--- src/rtl/wb_regfile.sv ---
// Write-back stage register and 32x32 architectural register file for the MIPS core:
// write-first read bypass, forwarding taps, commit trace and retired-instruction counter.
module wb_regfile #(
    parameter int CNT_W = 32
) (
    input  logic             clk,
    input  logic             rst,
    input  logic [31:0]      regData_i,
    input  logic [4:0]       regAddr_i,
    input  logic             regWr_i,
    input  logic             valid_i,
    input  logic [31:0]      inst_debug_i,
    input  logic [31:0]      pc_debug_i,
    input  logic [4:0]       raddr1,
    input  logic [4:0]       raddr2,
    output logic [31:0]      rdata1,
    output logic [31:0]      rdata2,
    output logic             wb_regWr,
    output logic [4:0]       wb_regAddr,
    output logic [31:0]      wb_data,
    output logic             trace_valid,
    output logic [31:0]      trace_pc,
    output logic [31:0]      trace_inst,
    output logic             trace_we,
    output logic [4:0]       trace_waddr,
    output logic [31:0]      trace_wdata,
    output logic [CNT_W-1:0] retired
);

    logic [31:0]      wb_data_r;
    logic [4:0]       wb_addr_r;
    logic             wb_wr_r;
    logic             wb_valid_r;
    logic [31:0]      wb_inst_r;
    logic [31:0]      wb_pc_r;
    logic [31:0]      rf_r [32];
    logic [CNT_W-1:0] retired_r;
    logic             wb_we_s;
    logic [31:0]      rdata1_s;
    logic [31:0]      rdata2_s;

    // Bubbles and r0 destinations never reach the register file.
    assign wb_we_s = wb_wr_r & wb_valid_r & (wb_addr_r != 5'd0);

    // Stage register: captures the memory-access result every cycle.
    always_ff @(posedge clk or posedge rst) begin
        if (rst) begin
            wb_data_r  <= 32'd0;
            wb_addr_r  <= 5'd0;
            wb_wr_r    <= 1'b0;
            wb_valid_r <= 1'b0;
            wb_inst_r  <= 32'd0;
            wb_pc_r    <= 32'd0;
        end else begin
            wb_data_r  <= regData_i;
            wb_addr_r  <= regAddr_i;
            wb_wr_r    <= regWr_i;
            wb_valid_r <= valid_i;
            wb_inst_r  <= inst_debug_i;
            wb_pc_r    <= pc_debug_i;
        end
    end

    // Register file storage; reset clears every entry and drops any pending write.
    always_ff @(posedge clk or posedge rst) begin
        if (rst) begin
            for (int i = 0; i < 32; i++) begin
                rf_r[i] <= 32'd0;
            end
        end else if (wb_we_s) begin
            rf_r[wb_addr_r] <= wb_data_r;
        end
    end

    // Retired-instruction counter, wraps freely.
    always_ff @(posedge clk or posedge rst) begin
        if (rst) begin
            retired_r <= '0;
        end else if (wb_valid_r) begin
            retired_r <= retired_r + CNT_W'(1);
        end
    end

    // Read port 1: r0, then youngest WB value, then storage.
    always_comb begin
        rdata1_s = 32'd0;
        if (raddr1 == 5'd0) begin
            rdata1_s = 32'd0;
        end else if (wb_we_s && (raddr1 == wb_addr_r)) begin
            rdata1_s = wb_data_r;
        end else begin
            rdata1_s = rf_r[raddr1];
        end
    end

    // Read port 2: identical priority to port 1.
    always_comb begin
        rdata2_s = 32'd0;
        if (raddr2 == 5'd0) begin
            rdata2_s = 32'd0;
        end else if (wb_we_s && (raddr2 == wb_addr_r)) begin
            rdata2_s = wb_data_r;
        end else begin
            rdata2_s = rf_r[raddr2];
        end
    end

    assign rdata1      = rdata1_s;
    assign rdata2      = rdata2_s;
    assign wb_regWr    = wb_we_s;
    assign wb_regAddr  = wb_addr_r;
    assign wb_data     = wb_data_r;
    assign trace_valid = wb_valid_r;
    assign trace_pc    = wb_pc_r;
    assign trace_inst  = wb_inst_r;
    assign trace_we    = wb_we_s;
    assign trace_waddr = wb_addr_r;
    assign trace_wdata = wb_data_r;
    assign retired     = retired_r;

endmodule

--- config.mk ---
export PLATFORM = sky130hd
export DESIGN_NAME = wb_regfile
export DESIGN_NICKNAME = d
export VERILOG_FILES = /design/src/rtl/wb_regfile.sv
export SDC_FILE = /design/constraint.sdc
export NUM_CORES = 2
export LEC_CHECK = 0
export ABC_AREA = 1
export CAP_MARGIN = 20
export CELL_PAD_IN_SITES_DETAIL_PLACEMENT = 1
export CELL_PAD_IN_SITES_GLOBAL_PLACEMENT = 2
export CORE_AREA = 3 3 428 430
export CTS_CLUSTER_SIZE = 12
export DETAILED_ROUTE_END_ITERATION = 12
export DIE_AREA = 0 0 431 433
export PLACE_DENSITY_LB_ADDON = 0.1
export RECOVER_POWER = 100
export SETUP_SLACK_MARGIN = 0.2
export SYNTH_ARGS = -nofsm -noshare
export SYNTH_HDL_FRONTEND = slang
export SYNTH_SLANG_ARGS = --single-unit
--- constraint.sdc ---
create_clock -name clk -period 76.8 [get_ports clk]
set_input_delay 11.52 -clock clk [delete_from_list [all_inputs] [get_ports clk]]
set_output_delay 11.52 -clock clk [all_outputs]
set_load 0.01 [all_outputs]
# ---- After elaboration in Yosys (flattened, before gate mapping)
# Cells that the tools add are included.
dict set report totals {
  reg_bits 1159
  input_bits 115
  out_inout_bits 237
  elab_cells 70
}
dict set report op_classes {
  addsub 1
  magnitude_cmp 4
  n_eq_ne 2
  n_mux 13
  bitwise 5
  reduce_logical 6
}
# cell count
set op_table {}
lappend op_table {{$bwmux W1024} 1}
lappend op_table {{$bmux W32 S5} 2}
lappend op_table {{$mux W32} 9}
lappend op_table {{$demux W32 S5} 1}
lappend op_table {{$add A32 B1 Y32 const B} 1}
lappend op_table {{$ge A6 B6 Y1 const B} 3}
lappend op_table {{$not A5 Y6} 3}
lappend op_table {{$eq A5 B5 Y1} 2}
lappend op_table {{$logic_not A5 Y1} 2}
lappend op_table {{$lt A6 B1 Y1 const B} 1}
lappend op_table {{$reduce_bool A5 Y1} 1}
lappend op_table {{$logic_and A1 B1 Y1} 3}
lappend op_table {{$and A1 B1 Y1} 2}

# ---- Depth between registers and ports, before layout
dict set report logic_depth {
  depth_word 6
  depth_mapped 13
  mapped_depth_nobuf 10
}

# ---- Least setup slack after synthesis
# Ideal clock, no wire load.
dict set report synth_path {
  path_kind {input to output}
  start {input port raddr1[0]}
  end {output port rdata1[3]}
  arrival_ns 12.825
  required_time_ns 65.280
  slack_ns 52.455
  path_stages 10
  path_buffers 4
  path_cell_list {buf_2 -> buf_4 -> buf_4 -> clkbuf_1 -> o211ai_1 -> nand3_1 -> nand3_1 -> nand3_1 -> nand2_1 -> a21oi_1}
}
dict set report synth_between {
  elab_chain_cells 6
  elab_cells_between_ends 9
  classes_between {1 x eq/ne; 5 x mux; 1 x bitwise; 2 x reduce/logical}
}
# element line_no
set synth_rtl {}
lappend synth_rtl {{start, declared} 14} ;# input logic [4:0] raddr1,
lappend synth_rtl {{$not A5 Y6 (not written as such)} 92} ;# rdata1_s = rf_r[raddr1];
lappend synth_rtl {{$bmux W32 S5} 92}
lappend synth_rtl {{$mux W32 (not written as such) (2 in series)} 92}
lappend synth_rtl {{$mux W32} 89} ;# end else if (wb_we_s && (raddr1 == wb_addr_r)) begin
lappend synth_rtl {{$mux W32 *} 87} ;# if (raddr1 == 5'd0) begin
lappend synth_rtl {{end, declared} 16} ;# output logic [31:0] rdata1,
# Mark *: on every way between the ends. The rest lies on a longest branch, timed or not. The select of a mux whose other input is x is not followed.

# ---- Worst setup path in the final report
dict set report layout_path {
  start {input port raddr1[1]}
  end {output port rdata1[29]}
}
# The elaborated chain is that of the path after synthesis.

==> results.json <==
{
  "grt-ovfl-total": 0,
  "min_path_cells": 0,
  "core_mm2": 0.180,
  "grt_pass1_vias": 61099,
  "reg2reg_from": "trace_waddr[2]",
  "cts_root_buf": "clkbuf_16",
  "min_period_ns": 41.31,
  "max_slew.worst_pin.slew_ns": 9.26,
  "dr.pass1.iters": 7,
  "rsz0062_at_grt": "no",
  "rr_worst_depth": 8,
  "postLayoutCoreUtil_pct": 39.1,
  "seq_area_frac_synth_pct": 46.3,
  "viasPerCell": 5.65,
  "drc_errors": 0,
  "wl_per_cell_um": 27.1,
  "criticalPathCategory": "in2out",
  "synthCells": 8227,
  "dr_total_vias": 59597,
  "fmax_mhz": 24.2,
  "drtAntennaViolNets": 0,
  "ioPinCount": 352,
  "cts.path.max_buffers": 3,
  "fin_nets": 8183,
  "fp.dieW_um": 431,
  "drt_wl_total_um": 286000,
  "dp.cells": 10287,
  "synth_nets": 8343,
  "leakagePower_uw": 0.0311,
  "layout_worst_path_cycle_share_pct": 53.8,
  "grt_usage_pct": 30.4,
  "num_rows": 156,
  "synth_flop_cell": "dfrtp_1",
  "clock_sinks": 1159,
  "synth-edff-count": 0,
  "p_per_area_mw_per_mm2": 24.5,
  "grt_antenna_before_repair": 14,
  "startpoint_type": "input port",
  "slew_headroom_pct": -517,
  "cts.reportedPaths.clkPinSlew_ns": 0.05,
  "final_cell_mix": "nand2_1 (1,828), o21ai_0 (1,329), dfrtp_1 (1,159), nand3_1 (873), inv_1 (696)",
  "die_h_um": 433,
  "cp_max_fo": 148,
  "hold_violations": 0,
  "status": "finished with violations",
  "syn2layout_area_growth_pct": 12.4,
  "grt_max_degree": 170,
  "clock_skew_ns": 0.0365,
  "dpl.hpwl_um": 160000,
  "h-tree-depth": 4,
  "synth_area_mm2": 0.0627,
  "violations": "max-capacitance violations, max-slew violations",
  "startpoint": "raddr1[1]",
  "setup_violations": 0,
  "hold_path_class": "reg2reg",
  "final_max_slew_viol_count": 4298,
  "io_buffer_count": 351,
  "post_cts_buffers": 0,
  "maxCapViolations": 97,
  "grt_pass1_wl_um": 422000,
  "ys_types": 41,
  "hold_buffers": 0,
  "drt_first_iter_violations": 4902,
  "finalSetupTns_ns": 0,
  "cts_tree": "done",
  "worstSkewPairLatency_ns": 0.82,
  "n_fill_cell": 21783,
  "required_ns": 65.28,
  "cp-end-kind": "output port",
  "avgSynthCellArea_um2": 7.62,
  "start_util_pct": 34.8,
  "ir_drop_uv": 18.8,
  "ys_ff_latch": 1159,
  "numCtsBuffers": 147,
  "hp-start": "rf_r[1013]",
  "die_area_mm2": 0.187,
  "gp_congestion": 0.797,
  "layoutNonFillerInstCount": 10555,
  "crit_arrival_ns": 29.79,
  "ys_async_sr_fraction_pct": 100,
  "ys_warn_count": 0,
  "final_common_cell": "nand2_1",
  "post_cts_resized": 0,
  "drive_above_1_share_pct": 4.35
}
## routing by layer
layer | share of wire, % | wire, um | vias to the layer above | track usage (%)
met5 | 0.010 | 30 | - | 0
met4 | 3.8 | 10800 | 4 | 9.78
met3 | 5.2 | 14900 | 469 | 3.70
met2 | 46 | 132000 | 1731 | 50.6
met1 | 45 | 129000 | 30352 | 41.3
li1 | - | - | 27041 | -
## path summary, 6_finish.rpt
kind | end | slack [ns]
setup / recovery | rdata1[29] | 35.49
hold / removal | rf_r[1013] | 0.38
setup reg to reg | rf_r[222] | 68.62
hold reg to reg | rf_r[1013] | 0.38
max in group asynchronous | rf_r[784] | 49.18
min in group asynchronous | rf_r[438] | 12.46
## sequential cells by signal, summed over array words and instances, names as in the netlist
name and count:
retired 32, rf_r 1024, trace_inst 32, trace_pc 32
trace_valid 1, trace_waddr 5, trace_wdata 32, wb_wr_r 1
## report_power, final
part	internal [uW]	leakage [uW]	switching [uW]
Combinational	97.7	0.0135	195
Sequential	688	0.0153	44.5
Clock	408	0.00234	292
Total	1190	0.0311	532
## cells by family (layout without fill, tap and decap cells)
| family | count (synthesis) | in the layout | share of synthesized area, % |
|---|---|---|---|
| other | 0 | 3 | 0 |
| adders and majority gates | 1 | 1 | 0.0200 |
| AOI/OAI and AO/OA | 2425 | 2425 | 21.6 |
| DFF | 1159 | 1159 | 46.3 |
| buffers and inverters | 1520 | 1475 | 10.4 |
| xor gates and xnor gates | 33 | 33 | 0.461 |
| and+or+nand+nor | 3089 | 3089 | 21.2 |
## metrics by stage
step | instance area (um^2) | power (uW) | setup WS, ns | hold WS (ns)
2_1_floorplan | 62700 | 928 | 32.64 | 0.429
3_3_place_gp | 66600 | 1030 | 48.53 | 0.365
3_5_place_dp | 66600 | 1040 | 48.48 | 0.367
4_1_cts | 71300 | 1750 | 48.48 | 0.379
5_1_grt | 70400 | 1810 | 35.41 | 0.391
6_report | 70500 | 1730 | 35.49 | 0.376
## worst max-delay path, cell delays in order
cell and delay [ns]:
clkbuf_1 3.60, clkbuf_1 2.35, clkbuf_1 6.60, nor4_1 1.90
inv_1 2.29, o21ai_0 0.25, a21oi_1 0.36, dlygate4sd3_1 0.70
## cells in the mapped netlist (89+ instances only)
master	instances	area (um^2)
nand3_1	870	4350
buf_2	269	1350
o21ai_0	1202	6020
buf_1	89	334
o21ai_1	105	526
a21oi_1	573	2870
clkbuf_1	320	1200
o211ai_1	496	3720
nand2_1	1818	6820
dfrtp_1	1159	29000
inv_1	701	2630
nor2_1	283	1060
## area by class of cell
| cell class | instances | area [um^2] | share of cell area (%) |
|---|---|---|---|
| clock buffer | 236 | 4470 | 6.34 |
| clock inverter | 28 | 290 | 0.412 |
| tap | 2370 | 2970 | 4.21 |
| antenna | 3 | 7.51 | 0.0107 |
| timing repair buffer | 494 | 4340 | 6.16 |
| sequential | 1159 | 29000 | 41.2 |
| inverter | 717 | 2730 | 3.87 |
| multi-input combinational | 5548 | 26600 | 37.8 |
Power figures use the tool's default switching activity.
